## src/rtl/synth_pkg.sv

```systemverilog
// rtl/synth_pkg.sv - shared volume width and sequencer state encoding
package synth_pkg;

    localparam int VOL_W = 7;

    typedef enum logic [1:0] {
        WAIT_DAC = 2'd0,
        IDLE     = 2'd1,
        RAMP     = 2'd2
    } seq_state_e;

endpackage

```

## src/rtl/step_tick_counter.sv

```systemverilog
// rtl/step_tick_counter.sv - ramp pacing counter; flags a due step every STEP_DIV cycles
module step_tick_counter #(
    parameter int STEP_DIV = 4
) (
    input  logic clk,
    input  logic reset,
    input  logic clear,
    input  logic hold,
    output logic due
);

    localparam int CNT_W = $clog2(STEP_DIV);
    localparam logic [CNT_W-1:0] LAST = CNT_W'(STEP_DIV - 1);

    logic [CNT_W-1:0] cnt_q, cnt_d;

    assign due = (cnt_q == LAST);

    // Saturates at the terminal value so a stalled step stays due until released
    always_comb begin
        cnt_d = cnt_q;
        if (clear) begin
            cnt_d = '0;
        end else if (!hold && !due) begin
            cnt_d = cnt_q + CNT_W'(1);
        end
    end

    always_ff @(posedge clk) begin
        if (reset) begin
            cnt_q <= '0;
        end else begin
            cnt_q <= cnt_d;
        end
    end

endmodule

```

## src/rtl/dac_volume_sequencer.sv

```systemverilog
// rtl/dac_volume_sequencer.sv - ramps the DAC volume word toward the pot/mute target in bounded steps
module dac_volume_sequencer #(
    parameter int VOL_W    = synth_pkg::VOL_W,
    parameter int STEP_DIV = 4,
    parameter int STEP     = 1
) (
    input  logic             clk,
    input  logic             reset,
    input  logic             dac_ready,
    input  logic [VOL_W-1:0] target_volume,
    input  logic             mute,
    output logic [VOL_W-1:0] volume,
    output logic             vol_wr,
    output logic             busy,
    output logic             muted
);

    import synth_pkg::*;

    localparam logic [VOL_W-1:0] STEP_V = VOL_W'(STEP);

    seq_state_e       state_q, state_d;
    logic [VOL_W-1:0] volume_q, volume_d;
    logic             vol_wr_q, vol_wr_d;
    logic             busy_q, busy_d;

    logic             cnt_clear, cnt_hold, step_due;
    logic [VOL_W-1:0] tgt;
    logic [VOL_W:0]   diff;
    logic             dir_up;
    logic [VOL_W-1:0] mag, step_amt, next_vol;

    assign tgt = mute ? '0 : target_volume;

    // Sign bit of the widened difference gives the direction; magnitude never exceeds 2^VOL_W-1
    assign diff     = {1'b0, tgt} - {1'b0, volume_q};
    assign dir_up   = ~diff[VOL_W];
    assign mag      = dir_up ? diff[VOL_W-1:0] : -diff[VOL_W-1:0];
    assign step_amt = (mag < STEP_V) ? mag : STEP_V;
    assign next_vol = dir_up ? volume_q + step_amt : volume_q - step_amt;

    always_comb begin
        state_d   = state_q;
        volume_d  = volume_q;
        vol_wr_d  = 1'b0;
        cnt_clear = 1'b0;
        cnt_hold  = 1'b0;
        unique case (state_q)
            WAIT_DAC: begin
                cnt_clear = 1'b1;
                if (dac_ready) state_d = IDLE;
            end
            IDLE: begin
                cnt_clear = 1'b1;
                if (volume_q != tgt) state_d = RAMP;
            end
            RAMP: begin
                if (step_due) begin
                    if (volume_q == tgt) begin
                        cnt_clear = 1'b1;
                        state_d   = IDLE;
                    end else if (!dac_ready) begin
                        cnt_hold = 1'b1;
                    end else begin
                        cnt_clear = 1'b1;
                        volume_d  = next_vol;
                        vol_wr_d  = 1'b1;
                        if (next_vol == tgt) state_d = IDLE;
                    end
                end
            end
            default: begin
                cnt_clear = 1'b1;
                state_d   = WAIT_DAC;
            end
        endcase
        busy_d = (state_d == RAMP);
    end

    always_ff @(posedge clk) begin
        if (reset) begin
            state_q  <= WAIT_DAC;
            volume_q <= '0;
            vol_wr_q <= 1'b0;
            busy_q   <= 1'b0;
        end else begin
            state_q  <= state_d;
            volume_q <= volume_d;
            vol_wr_q <= vol_wr_d;
            busy_q   <= busy_d;
        end
    end

    step_tick_counter #(
        .STEP_DIV (STEP_DIV)
    ) u_tick (
        .clk   (clk),
        .reset (reset),
        .clear (cnt_clear),
        .hold  (cnt_hold),
        .due   (step_due)
    );

    assign volume = volume_q;
    assign vol_wr = vol_wr_q;
    assign busy   = busy_q;
    assign muted  = mute & (volume_q == '0);

endmodule

```

## config.mk

```make
export PLATFORM = sky130hd
export DESIGN_NAME = dac_volume_sequencer
export DESIGN_NICKNAME = d
export VERILOG_FILES = /design/src/rtl/synth_pkg.sv /design/src/rtl/step_tick_counter.sv /design/src/rtl/dac_volume_sequencer.sv
export SDC_FILE = /design/constraint.sdc
export NUM_CORES = 1
export LEC_CHECK = 0
export ABC_AREA = 1
export ABC_CLOCK_PERIOD_IN_PS = 12700
export BUFFER_PORTS_ARGS = -buffer_cell sky130_fd_sc_hd__buf_2
export CAP_MARGIN = 20
export CELL_PAD_IN_SITES_DETAIL_PLACEMENT = 2
export CELL_PAD_IN_SITES_GLOBAL_PLACEMENT = 2
export CORE_MARGIN = 5
export CORE_UTILIZATION = 35
export CTS_BUF_LIST = sky130_fd_sc_hd__clkbuf_4
export DETAILED_ROUTE_END_ITERATION = 6
export PLACE_DENSITY = 0.95
export SETUP_SLACK_MARGIN = 0.15
export SYNTH_ARGS = -nofsm -noshare
export SYNTH_HDL_FRONTEND = slang
export SYNTH_SLANG_ARGS = --single-unit
```

## constraint.sdc

```tcl
create_clock -name clk -period 12.7 [get_ports clk]
set_clock_uncertainty 0.2 [all_clocks]
set_input_delay 1.905 -clock clk [delete_from_list [all_inputs] [get_ports clk]]
set_output_delay 1.905 -clock clk [all_outputs]
set_load 0.005 [all_outputs]
```

; Word-level counts from Yosys, hierarchy flattened
; Index checks and enable logic that the tools add are counted.
[word_totals]
reg_bits = 13
output_inout_bits = 10
word_cells = 49
[classes]
addsub = 5
n_lt_le_gt_ge = 1
n_eq_ne = 7
n_mux = 19
bitwise = 4
reduce_logical = 8
[ops]
columns = op, n
row1 = $mux W7, 4
row2 = $eq A7 B7 Y1, 2
row3 = $mux W2, 6
row4 = $mux W1, 8
row5 = $sub A7 B7 Y8, 1
row6 = $add A7 B7 Y7, 1
row7 = $logic_not A7 Y1, 1
row8 = $lt A7 B1 Y1 const B, 1
row9 = $ne A7 B7 Y1, 1
row10 = $neg A7 Y7, 1
row11 = $sub A7 B7 Y7, 1
row12 = $eq A2 B2 Y1 const B, 3
row13 = $pmux W2 S3, 1
row14 = $reduce_and A4 Y1, 1
row15 = $reduce_or A4 Y1, 1
row16 = $not A1 Y1, 3
row17 = $add A2 B1 Y2 const B, 1
row18 = $eq A2 B1 Y1 const B, 1
row19 = $logic_not A1 Y1, 2
row20 = $logic_not A2 Y1, 1
row21 = $reduce_or A2 Y1, 1
row22 = $and A1 B1 Y1, 1
row23 = $logic_and A1 B1 Y1, 1

; Logic depth before layout (Yosys ltp)
[depth]
word_depth = 15
mapped_depth = 38
mapped_depth_nobuf = 37

; Hierarchy
; A second synthesis with hierarchy kept.
[hier_totals]
cells_unflattened = 266
area_unflattened_um2 = 1637.8
[modules_own_cells]
columns = mod, n_inst, cells_per_inst, area_per_inst_um2
row1 = dac_volume_sequencer, 1, 252, 1534.0
row2 = step_tick_counter, 1, 14, 103.8

; Least setup slack after synthesis
; Ideal clock, no wire load.
[synth_timing]
kind = input -> register
start = input port mute
end = register busy_q, in the netlist busy
arrival_time_ns = 5.245
slack_ns = 7.138
path_stages = 30
n_path_buf = 0
cell_sequence = inv_2 -> nand2_1 -> ha_1 -> inv_1 -> fa_1 -> inv_1 -> ha_1 -> nand3_1 -> nand2_1 -> xnor2_1 -> nand3b_1 -> nor2_2 -> nand2_2 -> inv_1 -> ha_1 -> nand2_1 -> inv_1 -> fa_1 -> o21bai_1 -> nand3_1 -> nor2_1 -> nand2_1 -> nor2_1 -> nand3_1 -> nor2_1 -> nand3_1 -> nand2_1 -> nand2_1 -> nand2_1 -> a21oi_1
[synth_between]
elab_chain_len = 15
word_cells_on_any_way = 19
cone_classes = add/sub (4) / order compare (1) / eq/ne (4) / mux (10)
[synth_rtl]
columns = item, line
row1 = "start, declared", dac_volume_sequencer.sv:11  ; input logic mute,
row2 = $mux W7 (*), dac_volume_sequencer.sv:33  ; assign tgt = mute ? '0 : target_volume;
row3 = $sub A7 B7 Y8, dac_volume_sequencer.sv:36  ; assign diff = {1'b0, tgt} - {1'b0, volume_q};
row4 = $neg A7 Y7, dac_volume_sequencer.sv:38  ; assign mag = dir_up ? diff[VOL_W-1:0] : -diff[VOL_W-1:0];
row5 = $mux W7, dac_volume_sequencer.sv:38
row6 = $lt A7 B1 Y1, dac_volume_sequencer.sv:39  ; assign step_amt = (mag < STEP_V) ? mag : STEP_V;
row7 = $mux W7, dac_volume_sequencer.sv:39
row8 = $add A7 B7 Y7 / $sub A7 B7 Y7 (equally long branches), dac_volume_sequencer.sv:40  ; assign next_vol = dir_up ? volume_q + step_amt : volume_q - step_amt;
row9 = $mux W7, dac_volume_sequencer.sv:40
row10 = $eq A7 B7 Y1, dac_volume_sequencer.sv:68  ; if (next_vol == tgt) state_d = IDLE;
row11 = $mux W2, dac_volume_sequencer.sv:68
row12 = $mux W2, dac_volume_sequencer.sv:62  ; end else if (!dac_ready) begin
row13 = $mux W2, dac_volume_sequencer.sv:59  ; if (volume_q == tgt) begin
row14 = $mux W2, dac_volume_sequencer.sv:58  ; if (step_due) begin
row15 = $pmux W2 S3 (*), dac_volume_sequencer.sv:48  ; unique case (state_q)
row16 = $eq A2 B2 Y1 (*), dac_volume_sequencer.sv:77  ; busy_d = (state_d == RAMP);
row17 = "end signal, assigned", dac_volume_sequencer.sv:90  ; busy_q <= busy_d;
row18 = "end, declared", dac_volume_sequencer.sv:25  ; logic busy_q, busy_d;
; Mark *: on every way between the ends. The rest lies on a longest branch, timed or not.
; A chain may end at the register's enable or synchronous reset.

; Worst setup path after layout
[layout_timing]
start = input port mute
end = register state_q[1]
[layout_between]
elab_chain_len = 14
word_cells_on_any_way = 18
cone_classes = add/sub (4) / order compare (1) / eq/ne (3) / mux (10)
[layout_rtl]
columns = item, line
row1 = $mux W7 (*), dac_volume_sequencer.sv:33
row2 = $sub A7 B7 Y8, dac_volume_sequencer.sv:36
row3 = $neg A7 Y7, dac_volume_sequencer.sv:38
row4 = $mux W7, dac_volume_sequencer.sv:38
row5 = $lt A7 B1 Y1, dac_volume_sequencer.sv:39
row6 = $mux W7, dac_volume_sequencer.sv:39
row7 = $add A7 B7 Y7 / $sub A7 B7 Y7 (equally long branches), dac_volume_sequencer.sv:40
row8 = $mux W7, dac_volume_sequencer.sv:40
row9 = $eq A7 B7 Y1, dac_volume_sequencer.sv:68
row10 = $mux W2, dac_volume_sequencer.sv:68
row11 = $mux W2, dac_volume_sequencer.sv:62
row12 = $mux W2, dac_volume_sequencer.sv:59
row13 = $mux W2, dac_volume_sequencer.sv:58
row14 = $pmux W2 S3 (*), dac_volume_sequencer.sv:48
row15 = "end signal, assigned", dac_volume_sequencer.sv:87  ; state_q <= state_d;
row16 = "end, declared", dac_volume_sequencer.sv:22  ; seq_state_e state_q, state_d;
; Marked as above.

==> flow_metrics.tcl <==
set metrics [dict create \
    grt_pass1_vias 2028 \
    ys_async_sr_fraction 0 \
    synthDominantCellAreaShare 0.1620 \
    start_util 0.3639 \
    cts_made_buffers 3 \
    cts_buffer_depth 2 \
    ios 21 \
    cts_hold_buf 0 \
    period_minus_slack_ns 6.186 \
    avgSynthCellArea_um2 6.452 \
    critPathMaxFanout 6 \
    num_rows 24 \
    synth_edf_count 0 \
    path_clk_slew_ns 0.08 \
    clock_latency_ns 0.29 \
    cp-end-kind "flop" \
    via_per_inst 5.409 \
    r2r_start "volume[1]" \
    cts_tree "built" \
    synth.distinct_cells 37 \
    vias 1747 \
    fin_crit_sh 0.4871 \
    seq_area_frac_synth 0.1620 \
    tns_ns 0 \
    slew_headroom 0.4578 \
    htreeDepth 1 \
    min_path_type "flop to flop" \
    die_h_um 77.75 \
    path_class "input port to flop" \
    cp.arrival_ns 6.15 \
    holdPathStages 2 \
    cap_violations 0 \
    fmax_mhz 161.7 \
    synthTopCellsByArea "dfxtp_1 (16%), nand2_1 (14%), ha_1 (12%)" \
    gr-total-overflow 0 \
    whs_ns 0.3666 \
    status "complete, no violations" \
    drt_iter0_drc 19 \
    gp_congestion 0.8583 \
    rsz0062_at_grt "false" \
    wl_per_cell_um 18.02 \
    syn2layout_area_growth_pct 11.60 \
    grt_max_degree 15 \
    synth-seq-cells 13 \
    finalSetupViolCount 0 \
    whs_endpoint "u_tick.cnt_q[1]" \
    slowest_delay_ns 0.49 \
    nNetsFinal 301 \
    core_um2 4414 \
    drtAntennaViolNets 0 \
    path_common_cell "nand2_1" \
    ir_drop_v 0.00004128 \
    drc_errors 0 \
    r2r-end "state_q[1]" \
    fp.dieW_um 77.75 \
    clkSinkCount 13 \
    synthesis.area_um2 1607 \
    antenna_found_initial 0 \
    multi_input_area_um2 1171 \
    finalPower_uw 131.9 \
    grtUsageTotal 0.2001 \
    dieArea_um2 6045 \
    slowest_stage "fa_1" \
    drt-total-wl_um 5822 \
    io_buffers 20 \
    reg2reg_depth 33 \
    rrSetupSlack_ns 8.03 \
    tightest_slew_ns 0.8088 \
    synth_ff_type "dfxtp_1" \
    syn_nets 278 \
    hpwl_um 4832 \
    p_leak_nw 0.9853 \
    grt_pass1_wl_um 9666 \
    cts_resized 0 \
    required_ns 12.67 \
    synth_top_cell_by_area "dfxtp_1" \
    holdCritStartpoint "u_tick.cnt_q[1]" \
    fillerInstances 569 \
    diodes 0 \
    drt-pass1-iter-count 4 \
    hold_viol 0 \
    cts_setup_buffers 0 \
    drive_above_1_share 0.1697 \
    slew_violations 0 \
    clockRootBuffer "clkbuf_4" \
    start_kind "input port" \
    power_density_nw_per_um2 73.59 \
    synth_warnings 0 \
    seq_area_um2 260.3 \
    syn_inst 249 \
]
==> synth_stat cells (2+ instances only) <==
master,count
nand2_1,59
inv_1,41
nand3_1,23
nor2_1,17
a21oi_1,16
ha_1,16
dfxtp_1,13
o21ai_0,8
nand2_2,7
nand4_1,7
nand2_4,5
xnor2_1,3
xor2_1,3
a31oi_1,2
and2_1,2
fa_1,2
nand3b_1,2
nor2_2,2
nor3_1,2
o211ai_1,2
==> critical path, delay by kind of cell <==
kind	cells	cell delay (ns)
xor gates and xnor gates	1	0.24
and+or+nand+nor	21	2.01
AOI/OAI and AO/OA	1	0.08
buffers and inverters	6	0.59
adders and majority gates	4	1.32
==> final cells by class <==
| cell class | instances | area share |
|---|---|---|
| Clock buffer | 4 | 0.01675 |
| Inverter | 43 | 0.09281 |
| Multi-Input combinational cell | 191 | 0.6532 |
| Sequential cell | 13 | 0.1452 |
| Tap cell | 52 | 0.03629 |
| Timing Repair Buffer | 20 | 0.05583 |
==> placed cells by master, fill, tap and decap left out, drive strengths merged, types with 2 or more instances in the layout <==
cell type  count
o211ai         2
nand3         24
clkbuf         4
dfxtp         13
o21ai          9
fa             2
ha            16
nand4          7
buf           20
nand2         71
inv           42
a21oi         16
nor2          20
xnor2          3
xor2           5
nand3b         2
and2           2
nor3           3
a31oi          2
==> metrics by stage <==
| step | cell area (µm²) | util | setup slack, ns | cells |
|---|---|---|---|---|
| 2_1_floorplan | 1607 | - | 7.138 | 249 |
| 3_3_place_gp | 1763 | 0.3994 | 6.563 | 319 |
| 3_5_place_dp | 1763 | 0.3994 | 6.243 | 319 |
| 4_1_cts | 1793 | 0.4062 | 6.425 | 323 |
| 5_1_grt | 1793 | 0.4062 | 6.078 | 323 |
| 6_report | 1793 | 0.4062 | 6.514 | 323 |
==> how the worst max path moves through the flow <==
stage	startpoint	end	slack, ns
global route	mute	state_q[1]	6.08
finish	mute	state_q[1]	6.51
global placement	mute	busy	6.56
detailed placement	mute	state_q[1]	6.24
CTS	mute	state_q[1]	6.43
floorplan	mute	busy	7.14
==> power breakdown <==
part | internal (mW) | switching [mW] | leakage (nW)
sequential | 0.0420 | 0.000811 | 0.105
combinational | 0.0211 | 0.0388 | 0.862
clock | 0.0143 | 0.0150 | 0.0184
==> flip-flops by register name (all words and copies together), names as in the netlist <==
signal,count
volume,7
state_q,2
u_tick.cnt_q,2
busy,1
vol_wr,1
==> kinds of logic after synthesis <==
kind of cell | synth area share
AOI/OAI and AO/OA | 0.1176
xor gates and xnor gates | 0.05998
adders and majority gates | 0.1495
buffers and inverters | 0.1090
DFF | 0.1620
muxes | 0.006231
other | 0.002334
and+or+nand+nor | 0.3933
==> metal layers <==
metal,part of all wire,up-vias,track usage
met5,0,-,0
met4,0.012,0,0.04811
met3,0.017,9,0.01620
met2,0.58,22,0.4132
met1,0.39,868,0.2115
li1,-,848,-
No activity file was read; power rests on OpenSTA's default activity.
